===== config.mk =====
export PLATFORM = sky130hd
export DESIGN_NAME = fmap_buf_ctrl
export DESIGN_NICKNAME = d
export VERILOG_FILES = /design/src/rtl/fmap_buf_pkg.sv /design/src/rtl/fmap_buf_ctrl_skid.sv /design/src/rtl/fmap_buf_ctrl.sv
export SDC_FILE = /design/constraint.sdc
export NUM_CORES = 1
export LEC_CHECK = 0
export BUFFER_PORTS_ARGS = -buffer_cell sky130_fd_sc_hd__buf_2
export CAP_MARGIN = 0
export CELL_PAD_IN_SITES_DETAIL_PLACEMENT = 0
export CELL_PAD_IN_SITES_GLOBAL_PLACEMENT = 1
export CORE_AREA = 2 2 139 208
export DETAILED_ROUTE_END_ITERATION = 12
export DIE_AREA = 0 0 141 210
export PLACE_DENSITY = 0.77
export SYNTH_ARGS = -nofsm -noshare
export SYNTH_HDL_FRONTEND = slang
export SYNTH_SLANG_ARGS = --single-unit

===== constraint.sdc =====
create_clock -name clk -period 11.89 [get_ports clk]
set_input_delay 0.5945 -clock clk [delete_from_list [all_inputs] [get_ports clk]]
set_output_delay 0.5945 -clock clk [all_outputs]
set_load 0.02 [all_outputs]

===== src/rtl/fmap_buf_pkg.sv =====
// Shared types and default sizes for the feature-map buffer sequencer.
// Contents:
//   state_t       - controller states (IDLE, WRITE, READ, DRAIN)
//   L_DEPTH/L_AW  - "L" buffer: 16*10*10 words, 11-bit address
//   R_DEPTH/R_AW  - "R" buffer: 64*28*28 words, 16-bit address
//   DEFAULT_DW    - word width
package fmap_buf_pkg;

    localparam int L_DEPTH    = 1600;
    localparam int L_AW       = 11;
    localparam int R_DEPTH    = 64 * 28 * 28;
    localparam int R_AW       = 16;
    localparam int DEFAULT_DW = 32;

    typedef enum logic [1:0] {
        IDLE  = 2'd0,
        WRITE = 2'd1,
        READ  = 2'd2,
        DRAIN = 2'd3
    } state_t;

endpackage


===== src/rtl/fmap_buf_ctrl_skid.sv =====
// Two-entry FIFO that catches RAM read data the consumer is not ready for.
// Ports:
//   clk, reset      - clock, asynchronous active-high reset (empties FIFO)
//   push, din       - write one entry
//   pop             - drop the head entry
//   dout            - head entry (valid when count != 0)
//   count           - number of stored entries, 0..2
module fmap_skid2 #(
    parameter int W = 64
) (
    input  logic         clk,
    input  logic         reset,
    input  logic         push,
    input  logic         pop,
    input  logic [W-1:0] din,
    output logic [W-1:0] dout,
    output logic [1:0]   count
);

    logic [W-1:0] entry0;
    logic [W-1:0] entry1;

    // entry0 is always the head; a pop shifts entry1 forward so the
    // output never needs a read-pointer mux.
    always_ff @(posedge clk or posedge reset) begin
        if (reset) begin
            entry0 <= '0;
            entry1 <= '0;
            count  <= 2'd0;
        end else begin
            case ({push, pop})
                2'b10: begin
                    if (count == 2'd0) begin
                        entry0 <= din;
                    end else begin
                        entry1 <= din;
                    end
                    if (count != 2'd2) begin
                        count <= count + 2'd1;
                    end
                end
                2'b01: begin
                    if (count != 2'd0) begin
                        entry0 <= entry1;
                        count  <= count - 2'd1;
                    end
                end
                2'b11: begin
                    if (count == 2'd1) begin
                        entry0 <= din;
                    end else if (count == 2'd2) begin
                        entry0 <= entry1;
                        entry1 <= din;
                    end else begin
                        entry0 <= din;
                        count  <= 2'd1;
                    end
                end
                default: begin
                end
            endcase
        end
    end

    assign dout = entry0;

endmodule


===== src/rtl/fmap_buf_ctrl.sv =====
// Fill/drain sequencer for one dual-port feature-map block RAM.
// Every beat moves two words: port A at the even address, port B at odd.
// Ports:
//   clk, reset                 - clock, asynchronous active-high reset
//   wr_start                   - pulse in IDLE to start a fill
//   wr_valid/wr_ready/wr_data  - producer handshake, {word 2k, word 2k+1}
//   rd_start                   - pulse in IDLE to start a drain
//   rd_valid/rd_ready/rd_data  - consumer handshake, {mem[2k], mem[2k+1]}
//   busy                       - controller not IDLE
//   wr_done, rd_done           - one-cycle completion pulses
//   ram_*                      - RAM control, write data and read data
module fmap_buf_ctrl
    import fmap_buf_pkg::*;
#(
    parameter int DEPTH = L_DEPTH,
    parameter int AW    = L_AW,
    parameter int DW    = DEFAULT_DW
) (
    input  logic            clk,
    input  logic            reset,
    input  logic            wr_start,
    input  logic            wr_valid,
    input  logic [2*DW-1:0] wr_data,
    output logic            wr_ready,
    input  logic            rd_start,
    input  logic            rd_ready,
    output logic            rd_valid,
    output logic [2*DW-1:0] rd_data,
    output logic            busy,
    output logic            wr_done,
    output logic            rd_done,
    output logic            ram_en,
    output logic            ram_we,
    output logic [AW-1:0]   ram_addra,
    output logic [AW-1:0]   ram_addrb,
    output logic [DW-1:0]   ram_dina,
    output logic [DW-1:0]   ram_dinb,
    input  logic [DW-1:0]   ram_douta,
    input  logic [DW-1:0]   ram_doutb
);

    localparam logic [AW-1:0] LAST_PTR = AW'(DEPTH - 2);

    state_t          state;
    state_t          next_state;
    logic [AW-1:0]   ptr;
    logic [AW-1:0]   next_ptr;
    logic            inflight;
    logic            next_inflight;
    logic            next_wr_done;

    logic [1:0]      skid_count;
    logic [2*DW-1:0] skid_head;
    logic            skid_empty;
    logic            skid_push;
    logic            skid_pop;
    logic            rd_pop;
    logic [2*DW-1:0] ram_word_pair;

    assign ram_word_pair = {ram_douta, ram_doutb};
    assign skid_empty    = (skid_count == 2'd0);

    // RAM data arriving while the skid buffer is empty is presented to the
    // consumer directly, which is what gives rd_valid two cycles after
    // rd_start.  It is only captured when the consumer does not take it.
    assign rd_valid  = !skid_empty || inflight;
    assign rd_pop    = rd_valid && rd_ready;
    assign skid_pop  = rd_pop && !skid_empty;
    assign skid_push = inflight && !(rd_pop && skid_empty);
    assign rd_data   = !skid_empty ? skid_head :
                       (inflight ? ram_word_pair : '0);
    assign busy      = (state != IDLE);

    fmap_skid2 #(
        .W (2*DW)
    ) u_skid (
        .clk   (clk),
        .reset (reset),
        .push  (skid_push),
        .pop   (skid_pop),
        .din   (ram_word_pair),
        .dout  (skid_head),
        .count (skid_count)
    );

    always_ff @(posedge clk or posedge reset) begin
        if (reset) begin
            state    <= IDLE;
            ptr      <= '0;
            inflight <= 1'b0;
            wr_done  <= 1'b0;
        end else begin
            state    <= next_state;
            ptr      <= next_ptr;
            inflight <= next_inflight;
            wr_done  <= next_wr_done;
        end
    end

    // Reads issue only while buffered plus in-flight data stays below two,
    // or when a beat leaves this cycle; that bound keeps the two-entry skid
    // buffer from overflowing whatever the consumer does.
    always_comb begin
        next_state    = state;
        next_ptr      = ptr;
        next_inflight = 1'b0;
        next_wr_done  = 1'b0;
        wr_ready      = 1'b0;
        rd_done       = 1'b0;
        ram_en        = 1'b0;
        ram_we        = 1'b0;
        ram_addra     = '0;
        ram_addrb     = '0;
        ram_dina      = '0;
        ram_dinb      = '0;

        case (state)
            IDLE: begin
                next_ptr = '0;
                if (wr_start) begin
                    next_state = WRITE;
                end else if (rd_start) begin
                    next_state = READ;
                end
            end
            WRITE: begin
                wr_ready = 1'b1;
                if (wr_valid) begin
                    ram_en    = 1'b1;
                    ram_we    = 1'b1;
                    ram_addra = ptr;
                    ram_addrb = ptr + AW'(1);
                    ram_dina  = wr_data[2*DW-1:DW];
                    ram_dinb  = wr_data[DW-1:0];
                    if (ptr == LAST_PTR) begin
                        next_state   = IDLE;
                        next_ptr     = '0;
                        next_wr_done = 1'b1;
                    end else begin
                        next_ptr = ptr + AW'(2);
                    end
                end
            end
            READ: begin
                if ((({1'b0, skid_count} + {2'b00, inflight}) < 3'd2) || rd_pop) begin
                    ram_en        = 1'b1;
                    ram_addra     = ptr;
                    ram_addrb     = ptr + AW'(1);
                    next_inflight = 1'b1;
                    if (ptr == LAST_PTR) begin
                        next_state = DRAIN;
                        next_ptr   = '0;
                    end else begin
                        next_ptr = ptr + AW'(2);
                    end
                end
            end
            DRAIN: begin
                if (skid_empty && !inflight) begin
                    rd_done    = 1'b1;
                    next_state = IDLE;
                    next_ptr   = '0;
                end
            end
            default: begin
                next_state = IDLE;
            end
        endcase
    end

endmodule

==> results.toml, run 1 <==
[synth]
ys_seq_area_frac = 0.453
ys.flop_type = "dfrtp_1"
synth-edff-count = 0
synth_area_um2 = 7960
yosysMostFrequentCell = "dfrtp_1"
synthTopCellsByArea = "dfrtp_1 (45%), mux2_2 (9.1%), o21ai_0 (8.7%), mux2i_1 (8.3%), and3_1 (5.1%)"
syn_avg_cell_area_um2 = 9.33
synth.distinct_cells = 45
syn_nets = 995
ys_top_cells_by_count = "dfrtp_1 (144), o21ai_0 (139), inv_1 (75)"
ys_ff_latch = 144
netlist_instances = 853
synthArstFlopShare = 1.00
synth_top_area_frac = 0.453
ys_warn_count = 0
yosysTopAreaCell = "dfrtp_1"

[floorplanning]
die_width_um = 141
pin_count = 291
die-area_um2 = 29600
fp-row-count = 75
die_h_um = 210
start_util = 0.285
core-area_um2 = 27900

[worst_setup_path]
critPathMaxStageDelay_ns = 0.62
cp.required_ns = 11.30
path_cells = "buf_4 -> nand2b_4 -> a21oi_1 -> nor2_1 -> o21a_1 -> and2_2 -> buf_2"
slowest_stage = "buf_4"
cp-end-kind = "output port"
reg2reg_to = "u_skid.dout[22]$_DFFE_PP0P_"
reg2regPathDepth = 7
crit_path_start_kind = "register"
criticalPathCategory = "register to output port"
arrival_ns = 2.83
crit_family = "buffers and inverters"
r2r_start = "u_skid.count[1]$_DFFE_PP0P_"
crit_buf_inv = 2
worstPathMaxFanout = 72
r2r_slack_ns = 8.73

[global_routing]
grtUsageMet3 = 0.0329
grt-busiest-layer = "met2"
grt_max_degree = 104
use_met1 = 0.163
grt_overflow_total = 0
antenna_found_initial = 0
grt_usage = 0.147
grt_pass1_vias = 6719
grt_first_pass_wirelength_mm = 34.4
grt_util_met2 = 0.265

[clock_network]
ctsHoldBuffers = 0
cts_tree = "built"
htreeDepth = 4
cts.sinks = 144
clk_latency_ns = 0.42
cts_made_buffers = 17
clk_pin_slew_worst_paths_ns = 0.06
root_buffer = "clkbuf_16"
postCtsSetupBuffers = 0
clockBufferDepth = 2
cts_resized = 0

[sta]
final.setup.tns_ns = 0
hold_viol_final = 0
postLayoutSetupSlackWorst_ns = 8.47
finalMaxSlewViolations = 0
rsz0062_at_grt = "no"
setup_viol = 0
max_clock_freq_mhz = 292
hold-worst-slack_ns = 0.281
period_needed_ns = 3.42
tightest_slew_ns = 0.949
fin_skew_ns = 0.0107
finalCritPeriodShare = 0.288
slew_headroom = 0.367

[finish]
nFillCells = 2798
syn_to_final_growth_pct = 29.9
drive_above_1_share = 0.367
final_nets = 1240
fin_cells = 1456
diodes = 0

[worst_hold_path]
hold_path.class = "input port to asynchronous set/reset pin"

[placed_design]
hpwlAfterDp_mm = 15.1
portBuffers = 289
gp_congestion = 0.878
dp.cells = 1425
dp_slack_ns = 8.69

[power_and_ir_drop]
peakVddDrop_v = 0.000106
p_leak_nw = 5.25
power_density_nw_per_um2 = 268

[drt]
final_antenna_net_count = 0
drc = 0
routed_wl_mm = 21.6
drt-initial-drc-count = 181
vias_per_cell = 4.73
drt_first_pass_iters = 4
num_vias = 6884
wire_per_inst_um = 14.8

[job]
cap_violations = 0

[status]
outcome = "complete, no violations"
worst register-to-register path: stages (launching register included):
cell and delay [ns]:
dfrtp_1 0.39, inv_1 0.13, ha_4 0.33, nand2b_1 0.30, a21oi_4 0.56, buf_4 0.83
mux2i_1 0.33, o21ai_0 0.11
worst max path at each step:
| stage | endpoint | slack [ns] | start | cells after the start |
|---|---|---|---|---|
| floorplan | inflight$_DFF_PP0_ | 7.43 | reset | 1 |
| global placement | u_skid.dout[13]$_DFFE_PP0P_ | 8.71 | u_skid.count[1]$_DFFE_PP0P_ | 7 |
| detailed placement | u_skid.dout[17]$_DFFE_PP0P_ | 8.69 | u_skid.count[1]$_DFFE_PP0P_ | 7 |
| CTS | ram_addrb[6] | 8.34 | inflight$_DFF_PP0_ | 7 |
| global route | ram_addrb[6] | 8.14 | inflight$_DFF_PP0_ | 7 |
| finish | ram_addrb[6] | 8.47 | inflight$_DFF_PP0_ | 7 |
through the flow:
| stage | area, um^2 | utilization | total power [mW] |
|---|---|---|---|
| after floorplan | 7960 | - | 1.79 |
| after global placement | 9640 | 0.346 | 2.15 |
| after detailed placement | 9640 | 0.346 | 2.18 |
| after CTS | 10300 | 0.371 | 2.82 |
| after global routing | 10300 | 0.371 | 3.00 |
| final | 10300 | 0.371 | 2.77 |
flip-flops by register name, summed over array words and instances (netlist names):
name,cells
u_skid.dout,64
state,2
u_skid.count,2
inflight,1
u_skid.entry1,64
wr_done,1
ptr,10
report_power, final:
part | internal (mW) | total, mW | leakage, nW | switching [mW]
logic | 0.490 | 1.31 | 3.17 | 0.818
clock network | 0.415 | 0.618 | 0.336 | 0.203
registers | 0.725 | 0.845 | 1.74 | 0.120
total | 1.63 | 2.77 | 5.25 | 1.14
cells in the final DEF (no fill, tap or decap), types with 2 or more instances in the layout:
cell       Yosys  layout
o21ai_0      139     139
nor2_1         6       6
inv_1         75      74
a21oi_1        8       6
o21a_1         2       2
clkbuf_16      0      17
buf_2         17     289
o31ai_1        3       3
and3_1        65      65
mux2_2        64      64
ha_1           8       7
a21oi_4        0       2
and2_2         2       2
mux2i_1       66      66
and2_1        19      19
nand2_1       74      74
nand2b_1       5       5
nor3_1         2       2
clkinv_4       0       2
dfrtp_1      144     143
nand3_1       69      69
bufinv_16      0       6
nand4_1        3       3
buf_4          2       7
nor2b_1        4       4
clkbuf_8       0       4
nor4b_1        2       2
a22o_1         3       3
layer usage:
| layer | routed length [um] | part of all wire |
|---|---|---|
| met3 | 1170 | 0.054 |
| met1 | 8650 | 0.40 |
| met2 | 11000 | 0.51 |
| met4 | 722 | 0.033 |
| met5 | 0 | 0 |
kinds of logic after synthesis:
kind of cell / count (synthesis) / share of synthesized area
AND/OR/NAND/NOR: 258 / 0.172
AO/OA/AOI/OAI: 166 / 0.115
buffers and inverters: 145 / 0.0720
flip-flops: 144 / 0.453
multiplexers: 130 / 0.174
adder cells (fa/ha/maj): 8 / 0.0126
other: 1 / 0.000471
XOR/XNOR: 1 / 0.00110
area by class of cell:
type | count | area (um^2) | share of cell area
repair buffers | 296 | 1500 | 0.145
well taps | 346 | 433 | 0.0419
multi-input cells | 564 | 3820 | 0.370
clock inverters | 9 | 203 | 0.0196
clock buffers | 22 | 484 | 0.0469
flip-flops and latches | 144 | 3600 | 0.349
inverters | 75 | 287 | 0.0277
No activity file was read; power rests on OpenSTA's default activity.
==> inputs of run 2 (changes only) <==
--- a/config.mk
+++ b/config.mk
@@ -5,14 +5,15 @@
 export SDC_FILE = /design/constraint.sdc
 export NUM_CORES = 1
 export LEC_CHECK = 0
+export ABC_AREA = 1
 export BUFFER_PORTS_ARGS = -buffer_cell sky130_fd_sc_hd__buf_2
 export CAP_MARGIN = 0
 export CELL_PAD_IN_SITES_DETAIL_PLACEMENT = 0
 export CELL_PAD_IN_SITES_GLOBAL_PLACEMENT = 1
-export CORE_AREA = 2 2 139 208
+export CORE_AREA = 2 2 140 210
 export DETAILED_ROUTE_END_ITERATION = 12
-export DIE_AREA = 0 0 141 210
-export PLACE_DENSITY = 0.77
+export DIE_AREA = 0 0 142 212
+export PLACE_DENSITY = 0.8
 export SYNTH_ARGS = -nofsm -noshare
 export SYNTH_HDL_FRONTEND = slang
 export SYNTH_SLANG_ARGS = --single-unit
==> constraint.sdc (replaced) <==
create_clock -name clk -period 3.2 [get_ports clk]
set_input_delay 0.16 -clock clk [delete_from_list [all_inputs] [get_ports clk]]
set_output_delay 0.16 -clock clk [all_outputs]
set_load 0.02 [all_outputs]
==> results.toml, run 2 <==
[finish]
syn_to_final_growth_pct = 36.9
drive_above_1_share = 0.251
fin_area_um2 = 11100
final_common_cell = "buf_2"
final_nets = 1586
mostFrequentLayoutCells = "buf_2 (289), inv_1 (271), nor2_1 (222)"

[clock_network]
clk_latency_ns = 0.42
cts_made_buffers = 17
postCtsSetupBuffers = 0
clockBufferDepth = 2
cts_tree = "built"
cts_resized = 0
cts.sinks = 144
ctsHoldBuffers = 54
root_buffer = "clkbuf_16"
htreeDepth = 4
clk_pin_slew_worst_paths_ns = 0.06

[placed_design]
portBuffers = 289
hpwlAfterDp_mm = 18.7
gp_congestion = 0.897
dpl-instance-area_um2 = 9840

[synth]
ys_seq_area_frac = 0.446
synth_top_area_frac = 0.446
synth-edff-count = 0
ys.flop_type = "dfrtp_1"
synth_area_um2 = 8070
syn_avg_cell_area_um2 = 7.15
synthArstFlopShare = 1.00
ys_top_cells_by_count = "inv_1 (272), nor2_1 (222), dfrtp_1 (144)"
synth.distinct_cells = 32
ys_ff_latch = 144
netlist_instances = 1129
yosysTopAreaCell = "dfrtp_1"
syn_nets = 1271
ys_warn_count = 0
yosysMostFrequentCell = "inv_1"
synthTopCellsByArea = "dfrtp_1 (45%), inv_1 (13%), nor2_1 (10%), o21ai_0 (7.5%), nand2_1 (5.0%)"

[worst_hold_path]
hold_path.class = "input port to register"
holdPathStages = 3

[sta]
final.setup.tns_ns = 0
period_needed_ns = 2.72
max_clock_freq_mhz = 368
finalCritPeriodShare = 0.849
slew_headroom = 0.372
setup_viol = 0
fin_skew_ns = 0.00898
finalMaxSlewViolations = 0
hold-worst-slack_ns = 0.00814
hold_viol_final = 0
rsz0062_at_grt = "no"
tightest_slew_ns = 0.941

[power_and_ir_drop]
p_leak_nw = 6.08
power_density_nw_per_um2 = 911
peakVddDrop_v = 0.000374

[global_routing]
grt_overflow_total = 0
antenna_found_initial = 7
grt_max_degree = 76
grt_usage = 0.172
grt_pass1_vias = 7901
grt_first_pass_wirelength_mm = 40.4

[worst_setup_path]
reg2reg_to = "u_skid.dout[8]$_DFFE_PP0P_"
crit_start = "u_skid.count[0]$_DFFE_PP0P_"
critPathCapture = "rd_data[60]"
criticalPathCategory = "register to output port"
reg2regPathDepth = 8
cp-end-kind = "output port"
arrival_ns = 2.56
r2r_slack_ns = 0.87
r2r_start = "u_skid.count[0]$_DFFE_PP0P_"
cp.required_ns = 3.04
crit_path_start_kind = "register"
worstPathMaxFanout = 64

[drt]
drt-initial-drc-count = 397
wire_per_inst_um = 14.3
vias_per_cell = 4.55
num_vias = 8231
routed_wl_mm = 25.8
drc = 0
drt_first_pass_iters = 5
final_antenna_net_count = 0

[floorplanning]
die_width_um = 142
core-area_um2 = 28400
fp-row-count = 76
pin_count = 291
start_util = 0.284
die-area_um2 = 30100
die_h_um = 212

[job]
cap_violations = 0

[status]
outcome = "complete, no violations"
[run 2: cell count changes after synthesis, moves of 34 or more]
| cell | delta |
|---|---|
| nor2_1 | +216 |
| mux2i_1 | -66 |
| o21ai_1 | +58 |
| o22ai_1 | +62 |
| nand3_1 | -58 |
| mux2_2 | -64 |
| nand2_1 | +34 |
| inv_1 | +197 |
| and3_1 | -65 |
[run 2: cell type report]
type	instances	area, um^2
clock inverters	11	198
diodes	3	7.51
clock buffers	21	470
flip-flops and latches	144	3600
repair buffers	363	2220
well taps	351	439
multi-input cells	642	3070
fillers	2974	17400
inverters	276	1040
[run 2: per-stage QoR]
stage | power (mW) | setup slack, ns | instances | utilization
2_1_floorplan | 6.33 | 1.23 | 1129 | -
3_3_place_gp | 7.73 | 0.917 | 1722 | 0.346
3_5_place_dp | 7.82 | 0.868 | 1722 | 0.346
4_1_cts | 10.2 | 0.470 | 1808 | 0.388
5_1_grt | 10.9 | 0.300 | 1808 | 0.388
6_report | 10.1 | 0.482 | 1811 | 0.389
[run 2: metal layers]
metal	track usage	wire length [um]
met5	0	0
met4	0.0586	530
met3	0.0268	1660
met2	0.319	13400
met1	0.198	10200
[run 2: report_power, final]
group          switching (mW)  internal (mW)
sequential              0.265           2.65
clock                   0.816           1.46
combinational            3.27           1.62
[run 2: logic make-up (layout without fill, tap and decap cells)]
logic type | Yosys count | count (layout) | share of synthesized area
and+or+nand+nor | 356 | 356 | 0.173
other | 1 | 4 | 0.000465
DFF | 144 | 144 | 0.446
adders and majority gates | 8 | 8 | 0.0124
buffers and inverters | 343 | 671 | 0.176
AOI/OAI and AO/OA | 277 | 277 | 0.191
[run 2: critical path, stage by stage (launching register included)]
cell and delay (ns):
dfrtp_1 0.39, inv_1 0.09, ha_2 0.23, buf_4 0.23, nand2_2 0.13, buf_4 0.60, o21ai_0 0.22, buf_2 0.21
[run 2: worst min-delay path by stage]
stage	start	to	slack (ns)
floorplan	ram_doutb[10]	u_skid.entry1[10]$_DFFE_PP0P_	0.28
CTS	ram_douta[26]	u_skid.entry1[58]$_DFFE_PP0P_	0.003
global route	ram_douta[26]	u_skid.entry1[58]$_DFFE_PP0P_	0.02
detailed placement	reset	u_skid.entry1[59]$_DFFE_PP0P_	0.35
finish	ram_douta[26]	u_skid.entry1[58]$_DFFE_PP0P_	0.008
global placement	reset	u_skid.entry1[57]$_DFFE_PP0P_	0.34
==> inputs of run 3 (changes only) <==
--- a/config.mk
+++ b/config.mk
@@ -5,14 +5,14 @@
 export SDC_FILE = /design/constraint.sdc
 export NUM_CORES = 1
 export LEC_CHECK = 0
-export ABC_AREA = 1
+export ABC_AREA = 0
 export BUFFER_PORTS_ARGS = -buffer_cell sky130_fd_sc_hd__buf_2
 export CAP_MARGIN = 0
 export CELL_PAD_IN_SITES_DETAIL_PLACEMENT = 0
 export CELL_PAD_IN_SITES_GLOBAL_PLACEMENT = 1
-export CORE_AREA = 2 2 140 210
+export CORE_AREA = 2 2 139 208
 export DETAILED_ROUTE_END_ITERATION = 12
-export DIE_AREA = 0 0 142 212
+export DIE_AREA = 0 0 141 210
 export PLACE_DENSITY = 0.8
 export SYNTH_ARGS = -nofsm -noshare
 export SYNTH_HDL_FRONTEND = slang
==> constraint.sdc (replaced) <==
create_clock -name clk -period 2.5 [get_ports clk]
set_input_delay 0.125 -clock clk [delete_from_list [all_inputs] [get_ports clk]]
set_output_delay 0.125 -clock clk [all_outputs]
set_load 0.02 [all_outputs]
==> results.toml, run 3 (synthesis gave the netlist of run 1 again) <==
[sta]
hold_viol_final = 0
max_clock_freq_mhz = 432
period_needed_ns = 2.32
finalCritPeriodShare = 0.927
finalMaxSlewViolations = 0
fin_skew_ns = 0.0115
setup_viol = 0
rsz0062_at_grt = "no"
final.setup.tns_ns = 0
tightest_slew_ns = 0.673
slew_headroom = 0.550

[worst_setup_path]
critPathMaxStageDelay_ns = 0.42
crit_path_start_kind = "register"
cp.required_ns = 2.38
slowest_stage = "dfrtp_1"
crit_buf_inv = 4
r2r_slack_ns = 0.33
path_cells = "inv_1 -> ha_4 -> buf_6 -> buf_8 -> nand3_1 -> o21ai_0 -> buf_2"
arrival_ns = 2.19
r2r_start = "ptr[6]$_DFFE_PP0P_"
crit_family = "buffers and inverters"
crit_start = "u_skid.count[1]$_DFFE_PP0P_"
worstPathMaxFanout = 43
criticalPathCategory = "register to output port"
cp-end-kind = "output port"

[floorplanning]
die_h_um = 210
die_width_um = 141
fp-row-count = 75
pin_count = 291
core-area_um2 = 27900
die-area_um2 = 29600
start_util = 0.285

[global_routing]
antenna_found_initial = 0
grt_max_degree = 75
grt_first_pass_wirelength_mm = 35.0
grt_overflow_total = 0
grt_usage = 0.148
grt_pass1_vias = 7077

[clock_network]
postCtsSetupBuffers = 0
root_buffer = "clkbuf_16"
cts_tree = "built"
cts.sinks = 144
cts_made_buffers = 17
clk_latency_ns = 0.42
clk_pin_slew_worst_paths_ns = 0.06
clockBufferDepth = 2
htreeDepth = 4

[power_and_ir_drop]
peakVddDrop_v = 0.000487
p_int_mw = 7.60
power_density_nw_per_um2 = 1180
p_switching_mw = 5.48
seqPwrFrac = 0.309
p_leak_nw = 5.56
p_clk_frac = 0.196
switching_share = 0.419
p_comb_frac = 0.496

[drt]
routed_wl_mm = 22.0
wire_per_inst_um = 14.4
drt-initial-drc-count = 188
num_vias = 7179
vias_per_cell = 4.69
drc = 0
final_antenna_net_count = 0
drt_first_pass_iters = 4

[status]
outcome = "complete, no violations"

[placed_design]
hpwlAfterDp_mm = 15.5
dpl-instance-area_um2 = 9810
portBuffers = 289
gp_congestion = 0.832

[finish]
fin_area_um2 = 11100
seq_area_um2 = 3600
syn_to_final_growth_pct = 39.2
multi_input_comb_area_um2 = 3830
diodes = 0
final_nets = 1316
nFillCells = 2750
drive_above_1_share = 0.353
final_common_cell = "buf_2"
mostFrequentLayoutCells = "buf_2 (289), dfrtp_1 (143), o21ai_0 (139)"

[job]
cap_violations = 0

[worst_hold_path]
min_from = "rd_start"
hold_path.class = "input port to register"
-- run 3: power by group through the flow --
stage,registers [mW],clock network (mW),logic [mW]
3_5_place_dp,4.08,0,6.46
2_1_floorplan,3.90,0,4.61
5_1_grt,4.19,2.74,7.23
6_report,4.04,2.56,6.48
4_1_cts,4.04,2.65,6.55
3_3_place_gp,4.02,0,6.34
-- run 3: what timing repair did --
| action | 4_1_cts | 5_1_grt |
|---|---|---|
| gates resized for setup | 1 | 4 |
| endpoints found under the hold margin | 89 | 0 |
| setup endpoints to repair | 22 | 40 |
| hold buffers | 65 | 0 |
-- run 3: per-layer routing --
layer  wire [um]  vias up  track usage
met5           0        -            0
met1        8970     3333        0.164
met2       11400      254        0.278
li1            -     3572            -
met3        1170       20       0.0311
met4         442        0       0.0538
-- run 3: final cells by class --
cell class	count	area share
multi-input combinational	564	0.346
sequential	144	0.325
timing repair buffer	372	0.210
clock buffer	20	0.0412
tap	346	0.0391
inverter	75	0.0258
clock inverter	10	0.0124
-- run 3: per-stage QoR --
stage / worst slack, ns / instances / utilization / hold slack, ns / total power, mW
after floorplan: 0.415 / 853 / - / 0.277 / 8.51
after global placement: 0.346 / 1436 / 0.352 / 0.265 / 10.4
after detailed placement: 0.255 / 1436 / 0.352 / 0.271 / 10.5
after CTS: 0.00449 / 1531 / 0.397 / 0.0637 / 13.2
after global routing: 0.0366 / 1531 / 0.397 / 0.0823 / 14.2
final: 0.183 / 1531 / 0.397 / 0.0836 / 13.1
-- run 3: final timing paths --
check	cells after the start	to
worst min register to register	2	u_skid.dout[52]$_DFFE_PP0P_
min in group asynchronous	3	u_skid.entry1[60]$_DFFE_PP0P_
max in group asynchronous	4	u_skid.entry1[31]$_DFFE_PP0P_
worst max register to register	4	ptr[10]$_DFFE_PP0P_
worst max-delay path	7	rd_data[0]
worst min-delay path	3	state[0]$_DFFE_PP0P_
-- run 3: worst register-to-register path: stages, from the launching register on --
cell	delay, ns
dfrtp_1	0.46
or4b_4	0.59
o31ai_2	0.55
o21ai_0	0.20
a22o_1	0.26
